===== config.mk =====
export PLATFORM = sky130hd
export DESIGN_NAME = multicycle_ctrl
export DESIGN_NICKNAME = d
export VERILOG_FILES = /design/src/rtl/multicycle_ctrl.sv
export SDC_FILE = /design/constraint.sdc
export NUM_CORES = 1
export LEC_CHECK = 0
export BUFFER_PORTS_ARGS = -buffer_cell sky130_fd_sc_hd__buf_2
export CAP_MARGIN = 10
export CORE_MARGIN = 2
export CORE_UTILIZATION = 50
export DETAILED_ROUTE_END_ITERATION = 10
export PLACE_DENSITY = 0.91
export SLEW_MARGIN = 15
export SYNTH_ARGS = -nofsm -noshare
export SYNTH_HDL_FRONTEND = slang
export SYNTH_SLANG_ARGS = --single-unit

===== constraint.sdc =====
create_clock -name clk -period 4.2 [get_ports clk]
set_input_delay 0.42 -clock clk [delete_from_list [all_inputs] [get_ports clk]]
set_output_delay 0.42 -clock clk [all_outputs]
set_load 0.005 [all_outputs]

===== src/rtl/multicycle_ctrl.sv =====
// multicycle_ctrl: RV32I multi-cycle control FSM (fetch/decode/exec/mem/wb/trap).
// Define CTRL_INSTRET_EN to build the retired-instruction counter; otherwise instret is tied to zero.
module multicycle_ctrl #(
  parameter int MAX_WAIT = 15
) (
  input  logic        clk,
  input  logic        rst_n,
  input  logic [31:0] instr,
  input  logic        imem_ready,
  input  logic        dmem_ready,
  input  logic        br_taken,
  output logic        imem_req,
  output logic        ir_we,
  output logic [2:0]  imm_type,
  output logic        alu_sel_pc,
  output logic        alu_sel_imm,
  output logic        dmem_req,
  output logic        dmem_we,
  output logic        rf_we,
  output logic [1:0]  wb_sel,
  output logic        pc_we,
  output logic [1:0]  pc_sel,
  output logic        halt,
  output logic [1:0]  trap_cause,
  output logic [31:0] instret
);
  typedef enum logic [2:0] {FETCH, DECODE, EXEC, MEM, WB, TRAP} state_t;
  typedef enum logic [3:0] {
    C_NONE, C_OP, C_OPIMM, C_LOAD, C_STORE, C_BRANCH, C_JAL, C_JALR, C_LUI, C_AUIPC, C_FENCE
  } cls_t;
  localparam int WW = MAX_WAIT > 0 ? $clog2(MAX_WAIT + 1) : 1;
  localparam logic [6:0] SYSTEM = 7'b1110011;
  state_t state, nxt;
  cls_t cls, cls_dec;
  logic [6:0] opcode;
  logic [2:0] imm_dec;
  logic [1:0] cause_nxt;
  logic [WW-1:0] wait_cnt, wait_nxt;
  logic waiting, timeout;
  logic unused_instr;
  assign unused_instr = ^instr[31:7];
  assign waiting = (state == FETCH && !imem_ready) || (state == MEM && !dmem_ready);
  assign timeout = waiting && MAX_WAIT != 0 && wait_cnt == WW'(MAX_WAIT - 1);
  assign wait_nxt = waiting ? wait_cnt + WW'(1) : '0;
  assign halt = state == TRAP;
  always_comb begin
    cls_dec = C_NONE;
    imm_dec = 3'b111;
    case (opcode)
      7'b0110011: cls_dec = C_OP;
      7'b0010011: begin cls_dec = C_OPIMM;  imm_dec = 3'b000; end
      7'b0000011: begin cls_dec = C_LOAD;   imm_dec = 3'b000; end
      7'b1100111: begin cls_dec = C_JALR;   imm_dec = 3'b000; end
      7'b1100011: begin cls_dec = C_BRANCH; imm_dec = 3'b001; end
      7'b0100011: begin cls_dec = C_STORE;  imm_dec = 3'b010; end
      7'b0110111: begin cls_dec = C_LUI;    imm_dec = 3'b011; end
      7'b0010111: begin cls_dec = C_AUIPC;  imm_dec = 3'b011; end
      7'b1101111: begin cls_dec = C_JAL;    imm_dec = 3'b100; end
      7'b0001111: cls_dec = C_FENCE;
      default: ;
    endcase
  end
  always_comb begin
    nxt = state;
    cause_nxt = 2'b11;
    imem_req = 1'b0;
    ir_we = 1'b0;
    alu_sel_pc = 1'b0;
    alu_sel_imm = 1'b0;
    dmem_req = 1'b0;
    dmem_we = 1'b0;
    rf_we = 1'b0;
    wb_sel = 2'b00;
    pc_we = 1'b0;
    pc_sel = 2'b00;
    case (state)
      FETCH: begin
        imem_req = 1'b1;
        ir_we = imem_ready;
        nxt = imem_ready ? DECODE : timeout ? TRAP : FETCH;
      end
      DECODE: begin
        nxt = (opcode == SYSTEM || cls_dec == C_NONE) ? TRAP : EXEC;
        cause_nxt = opcode == SYSTEM ? 2'b01 : 2'b10;
      end
      EXEC: begin
        alu_sel_imm = !(cls == C_OP || cls == C_BRANCH);
        alu_sel_pc = cls == C_AUIPC || cls == C_JAL || cls == C_BRANCH;
        pc_we = cls == C_BRANCH || cls == C_FENCE;
        pc_sel = {1'b0, cls == C_BRANCH && br_taken};
        nxt = pc_we ? FETCH : (cls == C_LOAD || cls == C_STORE) ? MEM : WB;
      end
      MEM: begin
        dmem_req = 1'b1;
        dmem_we = cls == C_STORE;
        pc_we = dmem_ready && cls == C_STORE;
        nxt = dmem_ready ? (cls == C_STORE ? FETCH : WB) : timeout ? TRAP : MEM;
      end
      WB: begin
        rf_we = 1'b1;
        pc_we = 1'b1;
        wb_sel = cls == C_LOAD ? 2'b01 : (cls == C_JAL || cls == C_JALR) ? 2'b10 : 2'b00;
        pc_sel = cls == C_JAL ? 2'b01 : cls == C_JALR ? 2'b10 : 2'b00;
        nxt = FETCH;
      end
      default: ;
    endcase
    // state is FETCH while reset is held, so requests must be masked combinationally
    if (!rst_n) begin
      imem_req = 1'b0;
      ir_we = 1'b0;
      alu_sel_pc = 1'b0;
      alu_sel_imm = 1'b0;
      dmem_req = 1'b0;
      dmem_we = 1'b0;
      rf_we = 1'b0;
      wb_sel = 2'b00;
      pc_we = 1'b0;
      pc_sel = 2'b00;
    end
  end
  always_ff @(posedge clk or negedge rst_n) begin
    if (!rst_n) begin
      state <= FETCH;
      cls <= C_NONE;
      opcode <= '0;
      imm_type <= 3'b111;
      trap_cause <= 2'b00;
      wait_cnt <= '0;
    end else begin
      state <= nxt;
      wait_cnt <= wait_nxt;
      if (state == FETCH && imem_ready) opcode <= instr[6:0];
      if (state == DECODE) begin
        cls <= cls_dec;
        imm_type <= imm_dec;
      end
      if (nxt == TRAP && state != TRAP) trap_cause <= cause_nxt;
    end
  end
`ifdef CTRL_INSTRET_EN
  always_ff @(posedge clk or negedge rst_n) begin
    if (!rst_n) instret <= '0;
    else if (pc_we) instret <= instret + 32'd1;
  end
`else
  assign instret = '0;
`endif
endmodule


# ---- Word-level counts from Yosys, hierarchy flattened
# Cells that the tools add are included.
dict set report op_classes {
  reduce_logical 22
  n_addsub 1
  n_mux 38
  n_eq_ne 27
}
# operator n
set op_table {}
lappend op_table {{$pmux 4 s10} 1}
lappend op_table {{$pmux 3 s5} 2}
lappend op_table {{$eq 7x7->1 const B} 4}
lappend op_table {{$mux 3} 8}
lappend op_table {{$eq 7x6->1 const B} 3}
lappend op_table {{$mux 2} 9}
lappend op_table {{$eq 4x3->1 const B} 4}
lappend op_table {{$mux 1} 15}
lappend op_table {{$eq 7x5->1 const B} 2}
lappend op_table {{$eq 4x4->1 const B} 3}
lappend op_table {{$eq 3x3->1 const B} 3}
lappend op_table {{$logic_or 1x1->1} 8}
lappend op_table {{$eq 7x2->1 const B} 1}
lappend op_table {{$eq 7x4->1 const B} 1}
lappend op_table {{$logic_and 1x1->1} 7}
lappend op_table {{$eq 3x2->1 const B} 2}
lappend op_table {{$add 4x1->4 const B} 1}
lappend op_table {{$eq 4x1->1 const B} 1}
lappend op_table {{$eq 4x2->1 const B} 1}
lappend op_table {{$logic_not 4->1} 1}
lappend op_table {{$mux 4} 1}
lappend op_table {{$pmux 2 s2} 1}
lappend op_table {{$eq 3x1->1 const B} 1}
lappend op_table {{$logic_not 1->1} 3}
lappend op_table {{other kinds (5)} 5}
dict set report totals {
  ff_bits 23
}

# ---- Longest topological paths before layout
dict set report depth {
  word_depth 9
  ltp_mapped 6
}

# ---- Least setup slack after synthesis
# OpenSTA, ideal clock, no wires.
dict set report synth_timing {
  kind {register to output}
  startpoint {reg state[1]}
  endpoint {out wb_sel[0]}
  path_stages_with_launch 6
  t_arrival_ns 1.301
  t_required_ns 3.780
  path_slack_ns 2.479
  cell_sequence {dfrtp_1 buf_2 nor2_1 and3_1 nand2_1 nor4b_1}
}
dict set report synth_via {
  elab_chain_len 3
}
# item line
set synth_rtl {}
lappend synth_rtl {{start: declaration} 33} ;# state_t state, nxt;
lappend synth_rtl {{start signal: assignment} 131} ;# state <= nxt;
lappend synth_rtl {{$eq 3x3->1} 76} ;# case (state)
lappend synth_rtl {{$mux 2} 76}
lappend synth_rtl {{$mux 2} 109} ;# if (!rst_n) begin
lappend synth_rtl {{end: declaration} 20} ;# output logic [1:0] wb_sel,
# Every way passes these cells.

# ---- Worst setup path after layout
dict set report layout_timing {
  startpoint {reg state[0]}
  endpoint {out wb_sel[0]}
}
# Same word-level chain as after synthesis.

==> results.toml <==
[route]
detail-route-antenna-nets = 0
vias = 1497
drtPass1Iterations = 4
wl_per_cell_microns = 12.2
drcViolationCount = 0
drt_wl_total_microns = 3420
via_per_inst = 5.35
dr.first_iter.drc_count = 112

[layout]
finalNonFillerCells = 280
finalNetCount = 274
syn2layout_area_growth_pct = 2.48
multiInputGateArea_sq_um = 1030
layout-drive-gt1-share = 0.205
fillers = 337
insertedDiodeCount = 0
seq_area_sq_um = 579

[global_route]
antenna_found_initial = 0
grt_pass1_wl_microns = 5950
grt_use_total = 0.177
first_global_vias = 1304
grt_max_degree = 30
overflow = 0

[logic_synthesis]
synth_area_leaders = "dfrtp_1, buf_4, dfstp_2"
netlist_area_sq_um = 1810
yosysWarnings = 0
post-synth-top-count-cell = "buf_4"
synth_top_cells_by_count = "buf_4, dfrtp_1, nor2_1, nand2_1, a31oi_1"
synth_seq_area_share = 0.319
avgSynthCellArea_sq_um = 8.40
synth_edf_count = 0
synth_top_area_frac = 0.276
synth_compound_area_frac = 0.170
postSynthCellCount = 216
ys_ff_latch = 23
ys.flop_type = "dfrtp_1"
synth-async-reset-ratio = 1.00
synthXorXnorAreaFrac = 0.0145
synth_mux_area_frac = 0.0545
synth_top_family_by_area = "simple AND/OR/NAND/NOR gates"
ys_types = 51
synth_top_area_cell = "dfrtp_1"
synthAdderAreaFrac = 0.0138
synth-simple-area-share = 0.250

[floorplan]
die_area_sq_um = 4130
core_sq_um = 3420
placement_rows = 21
die_x_microns = 64.2
num_io_pins = 87
die_h_microns = 64.2
initial_core_util = 0.531

[setup_path]
start_kind = "flip-flop"
worstSetupEndpointType = "primary output"
setup.worst_path.class = "flip-flop to primary output"
path_max_fanout = 16
critical_path_required_ns = 3.78
crit_arrival_ns = 1.96

[place]
hpwl_microns = 2570
dp_slack_ns = 2.05
place.port_buffers = 29
gp_congestion = 0.834
post-place-cells = 276

[hold_path]
worstHoldPathType = "primary input to async pin"

[sta]
tns_ns = 0
finalClockSkew_ns = 0.00345
period_share = 0.567
clock.fmax_ghz = 0.420
tightest_slew_ns = 0.598
fin_ws_ns = 1.82
finalSetupViolCount = 0
finalHoldViolCount = 0
slew_headroom = 0.601
grt_setup_unrepaired = "false"
slew_violations = 0
min_period_ns = 2.38

[power_and_ir_drop]
ir_worst_vdd_v = 0.000208
leakagePower_nw = 0.867
p_per_area_nw_per_um2 = 184

[job]
maxCapViolCount = 0

[clock_network]
root_buffer = "clkbuf_4"
clockBufferDepth = 2
postCtsHoldBufs = 0
clock_sinks = 23
htreeDepth = 1
clk_pin_slew_ns = 0.12
cts_resized = 0
clk_latency_ns = 0.31
post_cts_buffers = 0
cts_tree = "built"
cts_buffers = 3

[status]
outcome = "finished, final reports clean"
[layer usage]
layer	share of wire	vias to the layer above	wire, microns	track usage
met2	0.49	49	1680	0.298
li1	-	750	-	-
met5	0	-	0	0
met4	0.0064	0	22	0.0346
met1	0.44	694	1510	0.236
met3	0.060	4	204	0.0352
[final cells by class]
class / count / share of cell area
inverter: 5 / 0.0101
timing repair buffer: 29 / 0.0781
multi-input combinational: 173 / 0.555
clock inverter: 1 / 0.00269
tap: 46 / 0.0310
sequential: 23 / 0.312
clock buffer: 3 / 0.0121
[where the power goes]
group          switching, W  internal (W)  leakage [nW]
Clock             0.0000652     0.0000356        0.0177
Combinational     0.0000144    0.00000475         0.565
Sequential                0      0.000222         0.284
[cell usage in the layout, fill, tap and decap left out, types with 4 or more instances in the layout]
cell type and instances:
and3_1 5, o21ai_0 7, dfrtp_1 20, mux2_2 7, buf_2 29, inv_1 5
a31oi_1 8, nand2_1 14, nand2b_1 7, nand3_1 4, o211ai_1 4, nor3_1 6
nor2_1 20, nor2b_1 7, conb_1 32
[kinds of logic after synthesis]
family / Yosys count
mux: 9
fa+ha+maj: 2
buf+inv: 51
flops: 23
simple gates: 84
other cells: 1
xor+xnor: 3
compound gates: 43
[worst max-delay path, cell delays in order, from the launching register on]
cell,delay [ns]
dfrtp_1,0.57
nor2_1,0.31
and3_1,0.24
nand2_1,0.08
nor4b_1,0.29
buf_2,0.17
[sequential cells by signal, summed over array words and instances, names as in the netlist]
name	cells
cls	4
imm_type	3
opcode	7
state	3
trap_cause	2
wait_cnt	4
[path summary, 6_finish.rpt]
path | start | endpoint | slack [ns] | cells past startpoint
setup / recovery | state[0]$_DFF_PN0_ | wb_sel[0] | 1.82 | 5
hold / removal | rst_n | opcode[6]$_DFFE_PN0P_ | 0.09 | 1
setup reg to reg | opcode[6]$_DFFE_PN0P_ | trap_cause[1]$_DFFE_PN0P_ | 2.25 | 4
hold reg to reg | wait_cnt[0]$_DFF_PN0_ | wait_cnt[0]$_DFF_PN0_ | 0.50 | 1
max in group asynchronous | rst_n | state[0]$_DFF_PN0_ | 3.71 | 1
min in group clk | instr[2] | opcode[2]$_DFFE_PN0P_ | 0.31 | 3
[metrics by stage]
stage               instance area [sq um]  total power (W)   util  hold slack [ns]
floorplan                            1930         0.000255      -            0.124
global placement                     1830         0.000244  0.536            0.447
global route                         1860         0.000362  0.544            0.123
finish                               1860         0.000342  0.544           0.0947
CTS                                  1860         0.000349  0.544           0.0936
detailed placement                   1830         0.000245  0.536            0.458
(Power assumes the default switching activity.)
